**src/rtl/axi_arb_pkg.sv**
```systemverilog
// ----------------------------------------------------------------------------
// axi_arb_pkg
// Shared definitions for the two-master AXI arbiters: FSM state encoding,
// master tags carried in the upper bits of the slave-side ID, response codes
// and a helper that maps a grant index to its master tag.
// ----------------------------------------------------------------------------
package axi_arb_pkg;

    typedef enum logic [2:0] {
        IDLE  = 3'd0,
        ADDR  = 3'd1,
        DATA  = 3'd2,
        ERR   = 3'd3,
        DRAIN = 3'd4
    } arb_state_e;

    localparam logic [3:0] MTAG_M0 = 4'd0;
    localparam logic [3:0] MTAG_M1 = 4'd1;

    localparam logic [1:0] RESP_OKAY   = 2'b00;
    localparam logic [1:0] RESP_DECERR = 2'b11;

    // Master tag prepended to ARID on the slave side.
    function automatic logic [3:0] mtag(input logic gnt_id);
        logic [3:0] tag_v;
        if (gnt_id) begin
            tag_v = MTAG_M1;
        end else begin
            tag_v = MTAG_M0;
        end
        return tag_v;
    endfunction

endpackage

```
**src/rtl/rr_picker2.sv**
```systemverilog
// ----------------------------------------------------------------------------
// rr_picker2
// Two-requester round-robin picker, purely combinational. A lone requester
// wins outright; when both request, the one named by prio wins.
// Ports:
//   req[1:0]   request vector (bit n = requester n)
//   prio       favoured requester when both request
//   gnt_valid  some requester is granted
//   gnt_id     index of the granted requester
// ----------------------------------------------------------------------------
module rr_picker2 (
    input  logic [1:0] req,
    input  logic       prio,
    output logic       gnt_valid,
    output logic       gnt_id
);

    // Grant selection.
    always_comb begin
        gnt_valid = 1'b0;
        gnt_id    = 1'b0;
        case (req)
            2'b01: begin
                gnt_valid = 1'b1;
                gnt_id    = 1'b0;
            end
            2'b10: begin
                gnt_valid = 1'b1;
                gnt_id    = 1'b1;
            end
            2'b11: begin
                gnt_valid = 1'b1;
                gnt_id    = prio;
            end
            default: begin
                gnt_valid = 1'b0;
                gnt_id    = 1'b0;
            end
        endcase
    end

endmodule

```
**src/rtl/axi_rd_arbiter.sv**
```systemverilog
// ----------------------------------------------------------------------------
// axi_rd_arbiter
// Two-master to one-slave AXI read-path (AR + R) arbiter. Round-robin grant,
// one outstanding burst; the grant is held from the AR handshake until the
// last R beat has been handed to its owner.
// Ports:
//   clk, rst                         clock, asynchronous active-high reset
//   AR*_M0 / AR*_M1                  master read-address channels
//   R*_M0  / R*_M1                   master read-data channels
//   AR*_S                            slave read-address channel (ARID_S = {tag, ARID})
//   R*_S                             slave read-data channel
// Optional build macro:
//   ARB_TIMEOUT_EN  enables a MAX_WAIT-cycle watchdog over ADDR+DATA that
//                   answers the owner with one DECERR beat and then drains
//                   any late slave beats.
// ----------------------------------------------------------------------------
module axi_rd_arbiter
    import axi_arb_pkg::*;
#(
    parameter int ID_W     = 4,
    parameter int ADDR_W   = 32,
    parameter int DATA_W   = 32,
    parameter int MAX_WAIT = 1023
) (
    input  logic              clk,
    input  logic              rst,
    // master 0
    input  logic [ID_W-1:0]   ARID_M0,
    input  logic [ADDR_W-1:0] ARADDR_M0,
    input  logic [3:0]        ARLEN_M0,
    input  logic [2:0]        ARSIZE_M0,
    input  logic [1:0]        ARBURST_M0,
    input  logic              ARVALID_M0,
    output logic              ARREADY_M0,
    output logic [ID_W-1:0]   RID_M0,
    output logic [DATA_W-1:0] RDATA_M0,
    output logic [1:0]        RRESP_M0,
    output logic              RLAST_M0,
    output logic              RVALID_M0,
    input  logic              RREADY_M0,
    // master 1
    input  logic [ID_W-1:0]   ARID_M1,
    input  logic [ADDR_W-1:0] ARADDR_M1,
    input  logic [3:0]        ARLEN_M1,
    input  logic [2:0]        ARSIZE_M1,
    input  logic [1:0]        ARBURST_M1,
    input  logic              ARVALID_M1,
    output logic              ARREADY_M1,
    output logic [ID_W-1:0]   RID_M1,
    output logic [DATA_W-1:0] RDATA_M1,
    output logic [1:0]        RRESP_M1,
    output logic              RLAST_M1,
    output logic              RVALID_M1,
    input  logic              RREADY_M1,
    // slave
    output logic [ID_W+3:0]   ARID_S,
    output logic [ADDR_W-1:0] ARADDR_S,
    output logic [3:0]        ARLEN_S,
    output logic [2:0]        ARSIZE_S,
    output logic [1:0]        ARBURST_S,
    output logic              ARVALID_S,
    input  logic              ARREADY_S,
    input  logic [ID_W+3:0]   RID_S,
    input  logic [DATA_W-1:0] RDATA_S,
    input  logic [1:0]        RRESP_S,
    input  logic              RLAST_S,
    input  logic              RVALID_S,
    output logic              RREADY_S
);

    arb_state_e        state_r, state_nxt_s;
    logic              prio_r;
    logic              owner_r;
    logic              gnt_valid_s;
    logic              gnt_id_s;
    logic              ar_hs_s;

    logic [3:0]        ar_tag_r;
    logic [ID_W-1:0]   ar_id_r;
    logic [ADDR_W-1:0] ar_addr_r;
    logic [3:0]        ar_len_r;
    logic [2:0]        ar_size_r;
    logic [1:0]        ar_burst_r;

    // Owner-side R beat before it is steered to one master.
    logic              route_s;
    logic              r_vld_s;
    logic [ID_W-1:0]   r_id_s;
    logic [DATA_W-1:0] r_data_s;
    logic [1:0]        r_resp_s;
    logic              r_last_s;
    logic              own_rready_s;

`ifdef ARB_TIMEOUT_EN
    localparam logic [9:0] WAIT_LIM = 10'(MAX_WAIT - 1);
    logic [9:0] wait_cnt_r;
    logic       addr_abort_r;
    logic       timeout_s;
    assign timeout_s = (wait_cnt_r == WAIT_LIM);
`endif

    rr_picker2 u_pick (
        .req       ({ARVALID_M1, ARVALID_M0}),
        .prio      (prio_r),
        .gnt_valid (gnt_valid_s),
        .gnt_id    (gnt_id_s)
    );

    assign own_rready_s = owner_r ? RREADY_M1 : RREADY_M0;

    // Slave AR fields always reflect the captured request; only ARVALID_S is gated.
    assign ARID_S    = {ar_tag_r, ar_id_r};
    assign ARADDR_S  = ar_addr_r;
    assign ARLEN_S   = ar_len_r;
    assign ARSIZE_S  = ar_size_r;
    assign ARBURST_S = ar_burst_r;

    // Next-state decode and handshake / routing outputs.
    always_comb begin
        state_nxt_s = state_r;
        ar_hs_s     = 1'b0;
        ARREADY_M0  = 1'b0;
        ARREADY_M1  = 1'b0;
        ARVALID_S   = 1'b0;
        RREADY_S    = 1'b0;
        route_s     = 1'b0;
        r_vld_s     = 1'b0;
        r_id_s      = {ID_W{1'b0}};
        r_data_s    = {DATA_W{1'b0}};
        r_resp_s    = RESP_OKAY;
        r_last_s    = 1'b0;
        case (state_r)
            IDLE: begin
                // rst gating keeps ARREADY low while reset is asserted.
                if (!rst && gnt_valid_s) begin
                    ar_hs_s     = 1'b1;
                    ARREADY_M0  = ~gnt_id_s;
                    ARREADY_M1  = gnt_id_s;
                    state_nxt_s = ADDR;
                end else begin
                    state_nxt_s = IDLE;
                end
            end
            ADDR: begin
                ARVALID_S = 1'b1;
                if (ARREADY_S) begin
                    state_nxt_s = DATA;
`ifdef ARB_TIMEOUT_EN
                end else if (timeout_s) begin
                    state_nxt_s = ERR;
`endif
                end else begin
                    state_nxt_s = ADDR;
                end
            end
            DATA: begin
                route_s  = 1'b1;
                r_vld_s  = RVALID_S;
                r_id_s   = RID_S[ID_W-1:0];
                r_data_s = RDATA_S;
                r_resp_s = RRESP_S;
                r_last_s = RLAST_S;
                RREADY_S = own_rready_s;
                if (RVALID_S && own_rready_s && RLAST_S) begin
                    state_nxt_s = IDLE;
`ifdef ARB_TIMEOUT_EN
                end else if (timeout_s) begin
                    state_nxt_s = ERR;
`endif
                end else begin
                    state_nxt_s = DATA;
                end
            end
`ifdef ARB_TIMEOUT_EN
            ERR: begin
                route_s  = 1'b1;
                r_vld_s  = 1'b1;
                r_id_s   = ar_id_r;
                r_resp_s = RESP_DECERR;
                r_last_s = 1'b1;
                if (own_rready_s) begin
                    state_nxt_s = DRAIN;
                end else begin
                    state_nxt_s = ERR;
                end
            end
            DRAIN: begin
                // No AR reached the slave when the timeout fired in ADDR, so nothing to drain.
                if (addr_abort_r) begin
                    state_nxt_s = IDLE;
                end else begin
                    RREADY_S = 1'b1;
                    if (RVALID_S && RLAST_S) begin
                        state_nxt_s = IDLE;
                    end else begin
                        state_nxt_s = DRAIN;
                    end
                end
            end
`endif
            default: begin
                state_nxt_s = IDLE;
            end
        endcase
    end

    // Steer the owner-side beat to its master; the other master sees zeros.
    always_comb begin
        RVALID_M0 = 1'b0;
        RID_M0    = {ID_W{1'b0}};
        RDATA_M0  = {DATA_W{1'b0}};
        RRESP_M0  = 2'b00;
        RLAST_M0  = 1'b0;
        RVALID_M1 = 1'b0;
        RID_M1    = {ID_W{1'b0}};
        RDATA_M1  = {DATA_W{1'b0}};
        RRESP_M1  = 2'b00;
        RLAST_M1  = 1'b0;
        if (route_s && !owner_r) begin
            RVALID_M0 = r_vld_s;
            RID_M0    = r_id_s;
            RDATA_M0  = r_data_s;
            RRESP_M0  = r_resp_s;
            RLAST_M0  = r_last_s;
        end else if (route_s && owner_r) begin
            RVALID_M1 = r_vld_s;
            RID_M1    = r_id_s;
            RDATA_M1  = r_data_s;
            RRESP_M1  = r_resp_s;
            RLAST_M1  = r_last_s;
        end else begin
            RVALID_M0 = 1'b0;
            RVALID_M1 = 1'b0;
        end
    end

    // State, round-robin pointer, owner and captured AR request.
    always_ff @(posedge clk or posedge rst) begin
        if (rst) begin
            state_r    <= IDLE;
            prio_r     <= 1'b0;
            owner_r    <= 1'b0;
            ar_tag_r   <= 4'd0;
            ar_id_r    <= {ID_W{1'b0}};
            ar_addr_r  <= {ADDR_W{1'b0}};
            ar_len_r   <= 4'd0;
            ar_size_r  <= 3'd0;
            ar_burst_r <= 2'd0;
        end else begin
            state_r <= state_nxt_s;
            if (ar_hs_s) begin
                owner_r    <= gnt_id_s;
                ar_tag_r   <= mtag(gnt_id_s);
                ar_id_r    <= gnt_id_s ? ARID_M1    : ARID_M0;
                ar_addr_r  <= gnt_id_s ? ARADDR_M1  : ARADDR_M0;
                ar_len_r   <= gnt_id_s ? ARLEN_M1   : ARLEN_M0;
                ar_size_r  <= gnt_id_s ? ARSIZE_M1  : ARSIZE_M0;
                ar_burst_r <= gnt_id_s ? ARBURST_M1 : ARBURST_M0;
            end
            // Favour the other master once a burst is finished.
            if ((state_r != IDLE) && (state_nxt_s == IDLE)) begin
                prio_r <= ~owner_r;
            end
        end
    end

`ifdef ARB_TIMEOUT_EN
    // Watchdog counter over ADDR+DATA and record of where it fired.
    always_ff @(posedge clk or posedge rst) begin
        if (rst) begin
            wait_cnt_r   <= 10'd0;
            addr_abort_r <= 1'b0;
        end else begin
            if (ar_hs_s) begin
                wait_cnt_r   <= 10'd0;
                addr_abort_r <= 1'b0;
            end else if ((state_r == ADDR) || (state_r == DATA)) begin
                wait_cnt_r <= wait_cnt_r + 10'd1;
                if ((state_r == ADDR) && (state_nxt_s == ERR)) begin
                    addr_abort_r <= 1'b1;
                end
            end
        end
    end
`endif

endmodule

```
**config.mk**
```make
export PLATFORM = sky130hd
export DESIGN_NAME = axi_rd_arbiter
export DESIGN_NICKNAME = d
export VERILOG_FILES = /design/src/rtl/axi_arb_pkg.sv /design/src/rtl/rr_picker2.sv /design/src/rtl/axi_rd_arbiter.sv
export SDC_FILE = /design/constraint.sdc
export NUM_CORES = 1
export LEC_CHECK = 0
export ABC_AREA = 1
export ABC_CLOCK_PERIOD_IN_PS = 1500
export BUFFER_PORTS_ARGS = -buffer_cell sky130_fd_sc_hd__buf_4
export CORE_AREA = 5 5 102 104
export DETAILED_ROUTE_END_ITERATION = 10
export DIE_AREA = 0 0 107 109
export PLACE_DENSITY = 0.73
export SYNTH_ARGS = -nofsm -noshare
export SYNTH_HDL_FRONTEND = slang
export SYNTH_SLANG_ARGS = --single-unit
```
**constraint.sdc**
```tcl
create_clock -name clk -period 1.5 [get_ports clk]
set_input_delay 0.075 -clock clk [delete_from_list [all_inputs] [get_ports clk]]
set_output_delay 0.075 -clock clk [all_outputs]
set_load 0.05 [all_outputs]
```
==> results of run 1 <==
state kept, by name, summed over array words and instances, names as in the netlist:
signal,flops
state_r,2
owner_r,1
ARBURST_S,2
ARSIZE_S,3
ARLEN_S,4
ar_id_r,4
prio_r,1
ARADDR_S,32
kinds of logic after synthesis:
logic type	count (synthesis)	share of synthesized area
other	1	0.00119
flip-flops	49	0.390
AO/OA/AOI/OAI	2	0.00398
AND/OR/NAND/NOR	376	0.471
buffers and inverters	83	0.134
worst max-delay path by stage:
stage | cells past startpoint | slack (ps) | start | end
after floorplan | 5 | -40 | state_r[1] | RDATA_M0[0]
after global placement | 5 | 200 | state_r[1] | ARREADY_M1
after detailed placement | 5 | 180 | state_r[1] | ARREADY_M1
after CTS | 6 | -50 | state_r[1] | RDATA_M0[23]
after global routing | 5 | -170 | state_r[0] | RDATA_M1[2]
final | 5 | -120 | state_r[0] | RDATA_M1[2]
cells in the mapped netlist (all sizes together):
cell type	number
nand3	46
conb	1
and2	1
nand2	242
nor2	87
buf	35
o31ai	1
dfrtp	49
a21oi	1
inv	48
area by class of cell:
type / count / area, um2 / area share
well taps: 114 / 143 / 0.0236
clock buffers: 5 / 68.8 / 0.0114
clock inverters: 3 / 43.8 / 0.00723
inverters: 48 / 183 / 0.0302
repair buffers: 287 / 2600 / 0.430
multi-input cells: 381 / 1790 / 0.295
flip-flops and latches: 49 / 1230 / 0.203
where the power goes:
part	internal [mW]	leakage, nW	switching (mW)
clock	0.500	0.0585	0.449
combinational	2.47	2.82	5.39
sequential	1.92	0.612	0.381
total	4.89	3.49	6.22
critical path, stage by stage (launching register included):
cell and delay (ps):
dfrtp_1 430, nor2_4 200, nand2_4 100, buf_6 180
nor2_2 160, buf_6 180
metal layers:
metal,part of all wire,vias up,global-route usage
li1,-,2027,-
met1,0.36,1884,0.230
met2,0.53,187,0.386
met3,0.077,40,0.0503
met4,0.033,0,0.0521
met5,0,-,0
placed cells by master (no fill, tap or decap), types with 3 or more instances in the layout:
cell / count
nor2_2: 72
buf_4: 194
clkbuf_8: 5
inv_2: 3
nor2_1: 3
buf_12: 6
nand2_1: 237
conb_1: 3
nand2_2: 3
nand3_1: 46
inv_1: 44
nor2_4: 12
buf_8: 5
buf_6: 78
dfrtp_1: 48
repair_timing:
action / in CTS / in global routing
pin swaps: 1 / 1
gates cloned: 1 / 2
hold buffers: 2 / 0
setup buffers: 3 / 1
resized for setup: 80 / 110
endpoints found under the hold margin: 50 / 0
endpoints found under the setup margin: 81 / 82
==> flow_metrics.env, run 1 <==
export IMPL_status="finished with violations"
export IMPL_failed_checks="setup timing"
export IMPL_ant_nets=0
export IMPL_synthDistinctLibCells=16
export IMPL_worstSetupPathType="reg -> out"
export IMPL_hp_start="ARADDR_M0[1]"
export IMPL_synth_top_cell_area_share=0.390
export IMPL_hp_class="in -> reg"
export IMPL_routedWlPerCell_um=15.8
export IMPL_peakVddDrop_v=0.00106
export IMPL_placed_cells=870
export IMPL_path_max_fanout=10
export IMPL_cts_max_level=2
export IMPL_setup_viol=81
export IMPL_startpoint_type="flop"
export IMPL_syn_area_per_cell_um2=6.16
export IMPL_ys_seq_elements=49
export IMPL_cts_buffers=5
export IMPL_r2r_setup_slack_ps=290
export IMPL_pin_count=274
export IMPL_synth_area_leaders="dfrtp_1 (39%), nand2_1 (29%), nor2_1 (10%), nand3_1 (7.3%), inv_1 (5.5%)"
export IMPL_grt_pass1_vias=3845
export IMPL_tns_ps=-4580
export IMPL_finalHoldViolations=0
export IMPL_grt_usage=0.205
export IMPL_cts_root_buffer="clkbuf_8"
export IMPL_drtPass1Iterations=4
export IMPL_rows=36
export IMPL_fillCellCount=774
export IMPL_finish_utilization=0.640
export IMPL_fin_area_um2=6060
export IMPL_rsz0062_at_grt="yes"
export IMPL_grt_max_degree=50
export IMPL_hold_path_depth=5
export IMPL_dieArea_um2=11700
export IMPL_skew_ps=12.8
export IMPL_drt_total_wl_mm=14.0
export IMPL_n_antenna_cell=0
export IMPL_yosys_warnings=0
export IMPL_fin_cells=887
export IMPL_vias=4138
export IMPL_insertion_delay_ps=300
export IMPL_layout_drive_gt1_share=0.501
export IMPL_setup_ws_ps=-117
export IMPL_syn_cell_area_um2=3150
export IMPL_drc=0
export IMPL_clock_sinks=49
export IMPL_dieWidth_um=107
export IMPL_place_congestion=0.796
export IMPL_leakagePower_nw=3.49
export IMPL_slew_viol_final=0
export IMPL_drt_iter0_markers=231
export IMPL_fin_crit_sh=1.08
export IMPL_ys_seq_area_frac=0.390
export IMPL_grt_pass1_wl_mm=19.2
export IMPL_fin_hold_ws_ps=53.2
export IMPL_hold_path_end="ARADDR_S[1]"
export IMPL_die_h_um=109
export IMPL_syn2layout_area_growth_pct=92.5
export IMPL_ff2ff_path_depth=6
export IMPL_grt_antenna_before_repair=0
export IMPL_pre_cts_ws_ps=178
export IMPL_r2r_start="state_r[1]"
export IMPL_cts_max_path_buffers=2
export IMPL_fmax_mhz=619
export IMPL_cts_tree="built"
export IMPL_core_area_um2=9460
export IMPL_synth_top_area_cell="dfrtp_1"
export IMPL_synthCells=511
export IMPL_post_dp_hpwl_mm=9.55
export IMPL_maxCapViolCount=0
export IMPL_reg2reg_to="ARADDR_S[5]"
export IMPL_totalPowerFinal_mw=11.1
export IMPL_min_period_ps=1620
export IMPL_p_per_area_nw_per_um2=1840
export IMPL_place_area_um2=5210
export IMPL_critPathCaptureType="output pin"
export IMPL_port_buffer_count=266
export IMPL_grt_overflow_total=0
export IMPL_crit_arrival_ps=1540
export IMPL_path_clk_slew_ps=90
export IMPL_nNetsFinal=913
export IMPL_initial_core_util=0.333
export IMPL_viasPerCell=4.67
export IMPL_crit_required_ps=1420
(Power assumes the default switching activity.)
==> run 2, diff against run 1 <==
--- a/config.mk
+++ b/config.mk
@@ -6,12 +6,12 @@
 export NUM_CORES = 1
 export LEC_CHECK = 0
 export ABC_AREA = 1
-export ABC_CLOCK_PERIOD_IN_PS = 1500
+export ABC_CLOCK_PERIOD_IN_PS = 1900
 export BUFFER_PORTS_ARGS = -buffer_cell sky130_fd_sc_hd__buf_4
-export CORE_AREA = 5 5 102 104
+export CORE_AREA = 5 5 104 106
 export DETAILED_ROUTE_END_ITERATION = 10
-export DIE_AREA = 0 0 107 109
-export PLACE_DENSITY = 0.73
+export DIE_AREA = 0 0 109 111
+export PLACE_DENSITY = 0.79
 export SYNTH_ARGS = -nofsm -noshare
 export SYNTH_HDL_FRONTEND = slang
 export SYNTH_SLANG_ARGS = --single-unit
==> constraint.sdc (replaced) <==
create_clock -name clk -period 1.9 [get_ports clk]
set_input_delay 0.095 -clock clk [delete_from_list [all_inputs] [get_ports clk]]
set_output_delay 0.095 -clock clk [all_outputs]
set_load 0.05 [all_outputs]
==> run 2 against run 1 <==
- the flow now finishes without violations
- sequential power shrank 22%
- critical path depth grew 1
- worst hold slack gained 20 ps
- cell count grew 1.2%
- flip-flop and latch count is the same
- combinational power shrank 31%
- setup slack gained 290 ps
- clock skew shrank 8.4 ps
- clock power shrank 21%
- critical endpoint is now RDATA_M0[28]
==> flow_metrics.env, run 2 (synthesis gave the netlist of run 1 again) <==
export IMPL_grt_pass1_wl_mm=19.0
export IMPL_cts_tree="built"
export IMPL_status="complete, no violations"
export IMPL_post_cts_resized=0
export IMPL_grt_max_degree=46
export IMPL_cpMostUsedCell="buf_4"
export IMPL_fillCellCount=989
export IMPL_layout_common_cells="buf_4 (272), nand2_1 (239), nor2_1 (86), dfrtp_1 (49), nand3_1 (46)"
export IMPL_routedWlPerCell_um=13.7
export IMPL_grt_antenna_before_repair=4
export IMPL_vias=3857
export IMPL_dieArea_um2=12100
export IMPL_drt_total_wl_mm=12.3
export IMPL_final_common_cell="buf_4"
export IMPL_fin_crit_sh=0.910
export IMPL_tns_ps=0
export IMPL_place_congestion=0.762
export IMPL_max_slew_margin=0.655
export IMPL_rows=36
export IMPL_crit_arrival_ps=1630
export IMPL_dieWidth_um=109
export IMPL_startpoint_type="flop"
export IMPL_syn2layout_area_growth_pct=68.5
export IMPL_grt_pass1_vias=3716
export IMPL_grt_usage=0.198
export IMPL_ant_nets=0
export IMPL_viasPerCell=4.30
export IMPL_largest_register_ffs=32
export IMPL_cts_buffers=5
export IMPL_peakVddDrop_v=0.000768
export IMPL_pin_count=274
export IMPL_cts_max_level=2
export IMPL_regArea_um2=1230
export IMPL_slew_viol_final=0
export IMPL_skew_ps=4.35
export IMPL_cts_root_buffer="clkbuf_8"
export IMPL_rsz0062_at_grt="no"
export IMPL_post_dp_hpwl_mm=9.88
export IMPL_initial_core_util=0.325
export IMPL_fmax_mhz=578
export IMPL_worstSetupPathType="reg -> out"
export IMPL_die_h_um=111
export IMPL_nNetsFinal=902
export IMPL_clock_sinks=49
export IMPL_tightest_slew_ps=517
export IMPL_critPathCaptureType="output pin"
export IMPL_maxCapViolCount=0
export IMPL_p_per_area_nw_per_um2=1510
export IMPL_cts_max_path_buffers=2
export IMPL_max_stage_delay_ps=450
export IMPL_crit_chain="inv_2, nor2_2, nand2_1, buf_4, nor2_1, buf_4"
export IMPL_multi_input_area_um2=1510
export IMPL_leakagePower_nw=3.33
export IMPL_setup_viol=0
export IMPL_totalPowerFinal_mw=7.99
export IMPL_path_max_fanout=40
export IMPL_grt_overflow_total=0
export IMPL_path_clk_slew_ps=90
export IMPL_drc=0
export IMPL_layout_drive_gt1_share=0.378
export IMPL_slowest_stage="dfrtp_1"
export IMPL_insertion_delay_ps=290
export IMPL_drt_iter0_markers=191
export IMPL_port_buffer_count=266
export IMPL_finalHoldViolations=0
export IMPL_crit_required_ps=1800
export IMPL_drtPass1Iterations=6
export IMPL_core_area_um2=9680
export IMPL_hp_class="in -> reg"
export IMPL_min_period_ps=1730
-- run 2: cell types whose count changed in the layout (fill, tap and decap cells not counted), moves of 3 or more --
cell | previous run | this run
diode_2 | 0 | 3
buf_12 | 6 | 2
nor2_4 | 12 | 0
buf_8 | 5 | 0
buf_6 | 78 | 0
buf_4 | 194 | 272
nor2_2 | 72 | 1
nor2_1 | 3 | 86
-- run 2: where the power goes --
group / internal (mW) / switching [mW] / leakage [nW]
Sequential: 1.52 / 0.280 / 0.614
Clock: 0.396 / 0.351 / 0.0554
Combinational: 1.53 / 3.92 / 2.66
-- run 2: critical path, delay by kind of cell, from the launching register on --
kind	cells	cell delay, ps
buf+inv	3	520
flops	1	450
simple gates	3	350
-- run 2: repair_timing --
action                                 in CTS  in global routing
endpoints found under the hold margin      22                  0
hold buffers                                2                  0
setup buffers                               0                  0
-- run 2: stage by stage --
stage | util | std cells | hold WS (ps) | cell area (um2) | setup slack [ps]
floorplan | - | 513 | 181 | 3150 | 222
global placement | 0.533 | 885 | 185 | 5160 | 530
detailed placement | 0.533 | 885 | 178 | 5160 | 500
CTS | 0.547 | 895 | 60.4 | 5290 | 143
global route | 0.547 | 896 | 82.8 | 5300 | 44.7
finish | 0.547 | 898 | 72.8 | 5300 | 171
-- run 2: final timing paths --
kind / from / end / slack [ps] / cells past startpoint
setup / recovery: state_r[1] / RDATA_M0[28] / 170 / 6
hold reg to reg: prio_r / prio_r / 480 / 2
setup reg to reg: state_r[1] / ARADDR_S[6] / 510 / 5
hold / removal: ARADDR_M0[30] / ARADDR_S[30] / 70 / 5
max in group asynchronous: rst / ARADDR_S[25] / 970 / 4
min in group asynchronous: rst / ARADDR_S[5] / 410 / 3
-- run 2: cell type report --
class                   count  share of cell area
diodes                      3             0.00142
clock buffers               6              0.0137
clock inverters             2             0.00732
inverters                  48              0.0345
multi-input cells         381               0.284
flip-flops and latches     49               0.231
well taps                 133              0.0314
repair buffers            276               0.397
-- run 2: per-layer routing --
metal,up-vias,GRT usage,part of all wire
li1,2000,-,-
met1,1654,0.215,0.35
met2,186,0.353,0.50
met3,15,0.0757,0.13
met4,2,0.0513,0.022
met5,-,0,0.0011
